==> src/rtl/segment_reader.sv <==
// segment_reader: samples a multiplexed active-low 7-segment bus, debounces
// each digit, decodes it and publishes whole frames atomically.
//
// Ports:
//   clock, reset   rising-edge clock, synchronous active-high reset
//   enable         capture active when high; outputs hold when low
//   seg_in         segment lines g..a, active-low, asynchronous
//   digit_sel      digit strobes, active-high one-hot, asynchronous
//   data_out       decoded frame, digit i at [8i+7:8i]
//   frame_valid    one-cycle pulse when data_out updates
//   glyph_error    last published frame held an unknown pattern
//   sel_error      one-cycle pulse on a stable multi-hot digit_sel
module segment_reader #(
    parameter int NUM_DIGITS    = 4,
    parameter int STABLE_CYCLES = 16
) (
    input  logic                      clock,
    input  logic                      reset,
    input  logic                      enable,
    input  logic [6:0]                seg_in,
    input  logic [NUM_DIGITS-1:0]     digit_sel,
    output logic [8*NUM_DIGITS-1:0]   data_out,
    output logic                      frame_valid,
    output logic                      glyph_error,
    output logic                      sel_error
);

    localparam int SW = NUM_DIGITS + 7;
    localparam logic [SW-1:0] SYNC_RST = {{NUM_DIGITS{1'b0}}, 7'h7F};
    localparam logic [8*NUM_DIGITS-1:0] BLANK = {NUM_DIGITS{8'h30}};
    localparam logic [7:0] CNT_MAX = 8'(STABLE_CYCLES);
    localparam logic [7:0] CNT_ARM = 8'(STABLE_CYCLES - 1);
    localparam logic [NUM_DIGITS-1:0] ONE = {{(NUM_DIGITS-1){1'b0}}, 1'b1};

    logic [SW-1:0]           s1, s2, s3;
    logic [7:0]              cnt;
    logic [NUM_DIGITS-1:0]   seen, seen_next;
    logic [8*NUM_DIGITS-1:0] shadow;
    logic                    pend, pend_next;

    logic [NUM_DIGITS-1:0]   sel;
    logic [6:0]              seg;
    logic [7:0]              code;
    logic                    capture, onehot, write_en, frame_done;

    function automatic logic [7:0] decode(input logic [6:0] p);
        case (p)
            7'b1000000: decode = 8'h00;
            7'b1111001: decode = 8'h01;
            7'b0100100: decode = 8'h02;
            7'b0110000: decode = 8'h03;
            7'b0011001: decode = 8'h04;
            7'b0010010: decode = 8'h05;
            7'b0000010: decode = 8'h06;
            7'b1111000: decode = 8'h07;
            7'b0000000: decode = 8'h08;
            7'b0010000: decode = 8'h09;
            7'b0001000: decode = 8'h0A;
            7'b0000011: decode = 8'h0B;
            7'b0100111: decode = 8'h0C;
            7'b0100001: decode = 8'h0D;
            7'b0000110: decode = 8'h0E;
            7'b0001110: decode = 8'h0F;
            7'b0111111: decode = 8'h10;
            7'b1110111: decode = 8'h20;
            7'b1111111: decode = 8'h30;
            default:    decode = 8'hFF;
        endcase
    endfunction

    always_comb begin
        sel        = s2[SW-1:7];
        seg        = s2[6:0];
        code       = decode(seg);
        // Fires only on the S-1 -> S step; saturation stops re-firing.
        capture    = enable && (s2 == s3) && (cnt == CNT_ARM);
        onehot     = (sel != '0) && ((sel & (sel - ONE)) == '0);
        write_en   = capture && onehot;
        frame_done = &seen;
        // A publish clears the mask first so a same-edge capture
        // lands in the new frame.
        seen_next  = frame_done ? '0 : seen;
        pend_next  = frame_done ? 1'b0 : pend;
        if (write_en) begin
            seen_next = seen_next | sel;
            if (code == 8'hFF) pend_next = 1'b1;
        end
    end

    always_ff @(posedge clock) begin
        if (reset) begin
            s1          <= SYNC_RST;
            s2          <= SYNC_RST;
            s3          <= SYNC_RST;
            cnt         <= '0;
            seen        <= '0;
            shadow      <= BLANK;
            pend        <= 1'b0;
            data_out    <= BLANK;
            frame_valid <= 1'b0;
            glyph_error <= 1'b0;
            sel_error   <= 1'b0;
        end else begin
            s1 <= {digit_sel, seg_in};
            s2 <= s1;
            s3 <= s2;
            if (!enable || s2 != s3)
                cnt <= '0;
            else if (cnt != CNT_MAX)
                cnt <= cnt + 8'd1;
            sel_error   <= capture && !onehot && (sel != '0);
            frame_valid <= frame_done;
            if (frame_done) begin
                data_out    <= shadow;
                glyph_error <= pend;
            end
            for (int i = 0; i < NUM_DIGITS; i++)
                if (write_en && sel[i])
                    shadow[8*i +: 8] <= code;
            seen <= seen_next;
            pend <= pend_next;
        end
    end

endmodule

==> config.mk <==
export PLATFORM = sky130hd
export DESIGN_NAME = segment_reader
export DESIGN_NICKNAME = d
export VERILOG_FILES = /design/src/rtl/segment_reader.sv
export SDC_FILE = /design/constraint.sdc
export NUM_CORES = 1
export LEC_CHECK = 0
export ABC_CLOCK_PERIOD_IN_PS = 1900
export CORE_ASPECT_RATIO = 1.4
export CORE_UTILIZATION = 55
export DETAILED_ROUTE_END_ITERATION = 8
export DONT_BUFFER_PORTS = 1
export PLACE_DENSITY = 0.79
export SLEW_MARGIN = 20
export SYNTH_ARGS = -nofsm -noshare
export SYNTH_HDL_FRONTEND = slang
export SYNTH_SLANG_ARGS = --single-unit
==> constraint.sdc <==
create_clock -name clock -period 1.9 [get_ports clock]
set_clock_uncertainty 0.1 [all_clocks]
set_input_delay 0.19 -clock clock [delete_from_list [all_inputs] [get_ports clock]]
set_output_delay 0.19 -clock clock [all_outputs]
set_load 0.01 [all_outputs]
Word level (Yosys, flattened, before mapping) --
Index checks and enable logic that the tools add are counted.
Storage, ports and cells: word-level logic and storage cells 65, bits in writable memories 0, bits in latches 0, memories 0, flip-flop bits (word level) 113, input bits 14, output and inout bits 35, memory bits (read-only) 0
Cells by class: add/sub/neg operators 2, shift-type cells 0, $mul 0, reductions and logical operators 18, bitwise operators 2, $lt $le $gt $ge 0, multiplexer cells 6, div/mod/pow operators 0, equality and inequality tests 23
Operators by type and width (count):
- $pmux 8 s19 | 1
- $eq 7x6->1 const B | 5
- $eq 7x7->1 const B | 5
- $eq 7x5->1 const B | 3
- $eq 7x2->1 const B | 2
- $eq 7x4->1 const B | 2
- $eq 11x11->1 | 1
- $ne 11x11->1 | 1
- $logic_and 1x1->1 | 10
- $add 8x1->8 const B | 1
- $eq 8x4->1 const B | 1
- $eq 8x8->1 const B | 1
- $mux 4 | 2
- $ne 8x5->1 const B | 1
- $eq 7x3->1 const B | 1
- $logic_not 7->1 | 1
- $and 4x4->4 | 1
- $logic_not 4->1 | 1
- $or 4x4->4 | 1
- $reduce_and 4->1 | 1
- $reduce_bool 4->1 | 1
- $sub 4x1->4 const B | 1
- $mux 1 | 3
- $logic_not 1->1 | 2
- other kinds (2) | 2

Logic depth before layout (Yosys ltp) --
depth after elaboration 7, gate-level depth with buffers 9

Worst setup path after synthesis --
Ideal clock, no wire load.
path type register -> register, start point register s2[10], end point register shadow[18], library setup time 128 ps, required time 1672 ps, stages on the path, launching flop included 8, arrival time 1781 ps, setup slack -109 ps, period minus slack after synthesis 2009 ps, cells stage by stage dfxtp_1 clkbuf_1 xnor2_1 nand4_1 nor4b_4 nor4b_4 mux2i_1 nor2_1
Between the ends: cells in the longest elaborated chain, start to end 6
Ends and longest elaborated chain:
- from (decl) | line 35 | logic [SW-1:0] s1, s2, s3;
- from (signal assigned) | line 93 | s2 <= SYNC_RST;
- from (signal assigned) | line 105 | s2 <= s1;
- $sub 4x1->4 | line 77 | onehot = (sel != '0) && ((sel & (sel - ONE)) == '0);
- $and 4x4->4 | line 77
- $logic_not 4->1 | line 77
- $logic_and 1x1->1 | line 77
- $logic_and 1x1->1 (*) | line 78 | write_en = capture && onehot;
- $logic_and 1x1->1 (*) | line 118 | if (write_en && sel[i])
- to (signal, indexed assignment) | line 119 | shadow[8*i +: 8] <= code;
- to (decl) | line 38 | logic [8*NUM_DIGITS-1:0] shadow;
Mark *: on every way between the ends. The rest lies on a longest branch, timed or not. A chain may end at the register's enable or synchronous reset.

Final worst setup path --
start point register s2[5], end point register shadow[25]
Between the ends: cells in the longest elaborated chain, start to end 5
Ends and longest elaborated chain:
- parallel branches: the longest is 5 deep, another holds $pmux 8 s19
Several ways; the timed one is not identified.

==> results by group <==
Status
  – Status: complete, but fails checks
  – Failing checks: setup timing

Worst setup path
  – R2R Path Start: s2[5]$_SDFF_PP1_
  – Worst r2r dst: shadow[25]$_SDFFE_PP0P_
  – Critical path class: flip-flop to flip-flop
  – Setup crit start kind: flip-flop
  – Critical path required time: between 2 and 2.5 ns
  – R2R Setup Slk: -0.26 ns
  – Critical Path, Cell by Cell: buf_6, nor4bb_1, a22o_1, or3_4, buf_6, o311ai_4, o21ai_4, a211oi_2
  – Setup crit end kind: flip-flop
  – Largest stage delay, worst path: 0.39 ns
  – Arr. time, crit path: 2.37 ns
  – Worst-path fanout max: 7
  – Critical-path top delay cell: dfxtp_4
  – R2R cell count: 8
  – Crit path top cell by count: buf_6

Floorplan
  – I/O Pins: a little under 50
  – Core box area: 7700 sq um
  – DIE AREA: 8310 sq um
  – FP Rows: 38
  – Die height: 107 um
  – Width of the die: roughly 77 um
  – Initial Util: between 50% and 60%

Placement
  – Pre-CTS WS: -0.427 ns
  – Port bufs: 0
  – Cells after DPL: 588
  – Post-DP HPWL: about 6.1 mm
  – GP Congestion: 0.856

Final layout
  – Fin cells: 647
  – Nets@finish: 558
  – N_diodes: 0
  – Commonest non-fill, non-tap cell in the layout: dfxtp_1
  – Layout cells sized above 1: 32.0%
  – Highest-count cells in the layout ignoring fill and taps: dfxtp_1 (95), nand2_1 (70), buf_4 (53)
  – Utilization after layout: 73.0%
  – Layout area overhead: 28.7%
  – Layout fillers: 531

Clock network
  – Longest Clk Path Bufs: 2
  – Clk sink count: approximately 110
  – CTS clk-pin slew, worst paths: 0.10 ns
  – Worst-Skew Late Latency: 0.38 ns
  – Clk root buf: clkbuf_8
  – H-tree depth: 3
  – CTS buffer count: 9
  – Clock tree from TritonCTS: done

Synth
  – Synth Area per Inst: 9.07 sq um
  – Syn_nets: 498
  – Number of synthesized flops with an enable pin: 0
  – Syn. warnings: 0
  – Synth area leaders: dfxtp_1 (48%), nand2_1 (6.3%), a21oi_1 (4.6%)
  – Synthesized instance count: 482
  – Synthesized cell area: between 4000 and 5000 sq um
  – Yosys top cell area share: 48.1%
  – Post-synth cell types: 60
  – Leading area contributor after synthesis: dfxtp_1
  – Top FF cell, synth: dfxtp_1
  – Sequential share of the synthesized area: 48.1%
  – Seq cells post-synth: 105
  – Ys async rst share: 0%

Timing
  – Final period util: 114%
  – Crit path time final: between 2 and 2.5 ns
  – # setup viols final: 36
  – Setup ws final: -0.261 ns
  – Slew @ Worst Pin: 0.857 ns
  – Setup TNS: -4.83 ns
  – Slew HR: 42.1%
  – Fmax achieved: 463 MHz
  – Fin Hold WS: roughly 0.073 ns
  – Max-slew violations: 0
  – Hold Fails Final Rpt: 0
  – RSZ-0062 raised after global routing: true

Global route
  – Initial antenna violation count: 0
  – Largest net degree at the start of global routing: between 80 and 90
  – GRT overflow: 0
  – First-pass GRT wire length: 16.0 mm
  – Total track usage: 24.5%
  – Via count of the first global-routing pass: 3610

Min path
  – Worst min-delay path category: input port to flip-flop
  – Hold path endpoint: shadow[3]$_SDFFE_PP0P_
  – HP Start: reset
  – Worst Hold Path Cells: 2

Power and ir drop
  – Max IR drop VDD: 0.000621 V
  – Switching power: 0.962 mW
  – Net Sw Frac: about a quarter
  – Comb pwr share: 9.1%
  – Clock power frac: a little over a third
  – LEAKAGE: 2.16 nW
  – Sequential share of power: a little under three fifths
  – Internal: 3.06 mW
  – PwrDens: roughly 720 nW/um^2

Flow run
  – Max Cap Viol: 0

Drt
  – Total Wirelength: just over 10 mm
  – Antenna Nets Post-Route: 0
  – DR pass1 iterations: 4
  – Initial drt markers: between 150 and 200
  – Drt wl/cell: 15.7 um
  – Via density: 5.62
  – DR vias: 3638
  – Post-route DRC: 0
[what timing repair did]
| action | CTS | global route |
|---|---|---|
| hold buffers | 23 | 0 |
| cloned | 2 | 0 |
| buffers inserted | 8 | 10 |
| endpoints found under the hold margin | 103 | 0 |
| pin swaps | 18 | 17 |
| endpoints found under the setup margin | 38 | 47 |
| resized for setup | 46 | 36 |
[how the worst max path moves through the flow]
stage	from	to	slack (ns)	cells past startpoint
after global placement	s2[5]$_SDFF_PP1_	shadow[28]$_SDFFE_PP1P_	-0.35	7
after CTS	s2[5]$_SDFF_PP1_	shadow[17]$_SDFFE_PP0P_	-0.22	8
after floorplan	s2[5]$_SDFF_PP1_	shadow[16]$_SDFFE_PP0P_	-0.04	8
final	s2[5]$_SDFF_PP1_	shadow[25]$_SDFFE_PP0P_	-0.26	8
after global routing	s2[5]$_SDFF_PP1_	shadow[1]$_SDFFE_PP0P_	-0.33	8
after detailed placement	s2[5]$_SDFF_PP1_	shadow[20]$_SDFFE_PP1P_	-0.43	7
[state kept, by name (all words and copies together), names as in the netlist]
register	flops
cnt	8
data_out	28
frame_valid	1
glyph_error	1
pend	1
s1	11
s2	11
s3	11
seen	4
sel_error	1
shadow	28
[kinds of logic (layout without fill, tap and decap cells)]
kind of cell | after synthesis | after routing | share of synthesized area (%)
adders and majority gates | 2 | 2 | 0.572
muxes | 4 | 4 | 0.916
AOI/OAI and AO/OA | 81 | 81 | 12.3
xor gates and xnor gates | 20 | 20 | 4.01
DFF | 105 | 105 | 48.1
buffers and inverters | 49 | 113 | 5.87
and+or+nand+nor | 221 | 222 | 28.2
[through the flow]
| step | total power, mW | cell area (sq um) |
|---|---|---|
| final | 4.02 | 5620 |
| after global routing | 4.14 | 5620 |
| after CTS | 4.02 | 5410 |
| after detailed placement | 2.54 | 4690 |
| after global placement | 2.53 | 4690 |
| after floorplan | 2.51 | 4460 |
[synth_stat cells (2+ instances only)]
cell type / number
clkbuf_1: 23
or2_2: 21
nand3b_1: 14
buf_2: 7
a21oi_1: 40
or3_1: 2
ha_1: 2
o21ai_1: 8
dfxtp_1: 105
nor4_1: 2
buf_1: 2
buf_4: 7
and4_1: 2
nor3_2: 2
and4b_1: 2
nor4b_1: 3
a32oi_1: 2
nor4b_4: 3
o21ai_0: 7
and3_1: 4
nand2b_1: 4
nor2_1: 35
nand4_1: 5
xor2_1: 3
nor3_1: 18
a211oi_1: 4
nand3_1: 4
or4_1: 2
o21a_1: 4
or2_1: 2
inv_1: 5
xnor2_1: 17
buf_6: 5
nand2_1: 73
mux2i_1: 4
nor2b_1: 14
nor3b_1: 2
[layer usage]
layer	vias up	part of all wire, %	track usage (%)
met5	-	0	0
met2	108	54	44.8
li1	1750	-	-
met4	0	3.5	15.9
met1	1752	39	24.9
met3	28	3.6	5.08
[power by group through the flow]
stage | sequential [mW] | clock (mW) | combinational (mW)
floorplan | 2.29 | 0 | 0.224
global placement | 2.30 | 0 | 0.234
detailed placement | 2.30 | 0 | 0.242
CTS | 2.25 | 1.43 | 0.339
global route | 2.25 | 1.50 | 0.388
finish | 2.25 | 1.41 | 0.364
[cell type report]
class / instances / area (sq um) / area share [%]
repair buffers: 92 / 838 / 14.9
clock inverters: 5 / 61.3 / 1.09
multi-input cells: 329 / 2310 / 41.1
clock buffers: 11 / 141 / 2.51
flip-flops and latches: 105 / 2130 / 37.9
well taps: 100 / 125 / 2.22
inverters: 5 / 18.8 / 0.334
[worst max-delay path: cells and delay by family, from the launching register on]
| kind | cells | cell delay [ns] |
|---|---|---|
| AO/OA/AOI/OAI | 4 | 0.82 |
| buffers and inverters | 2 | 0.26 |
| flip-flops | 1 | 0.39 |
| AND/OR/NAND/NOR | 2 | 0.52 |
(Power assumes the default switching activity.)
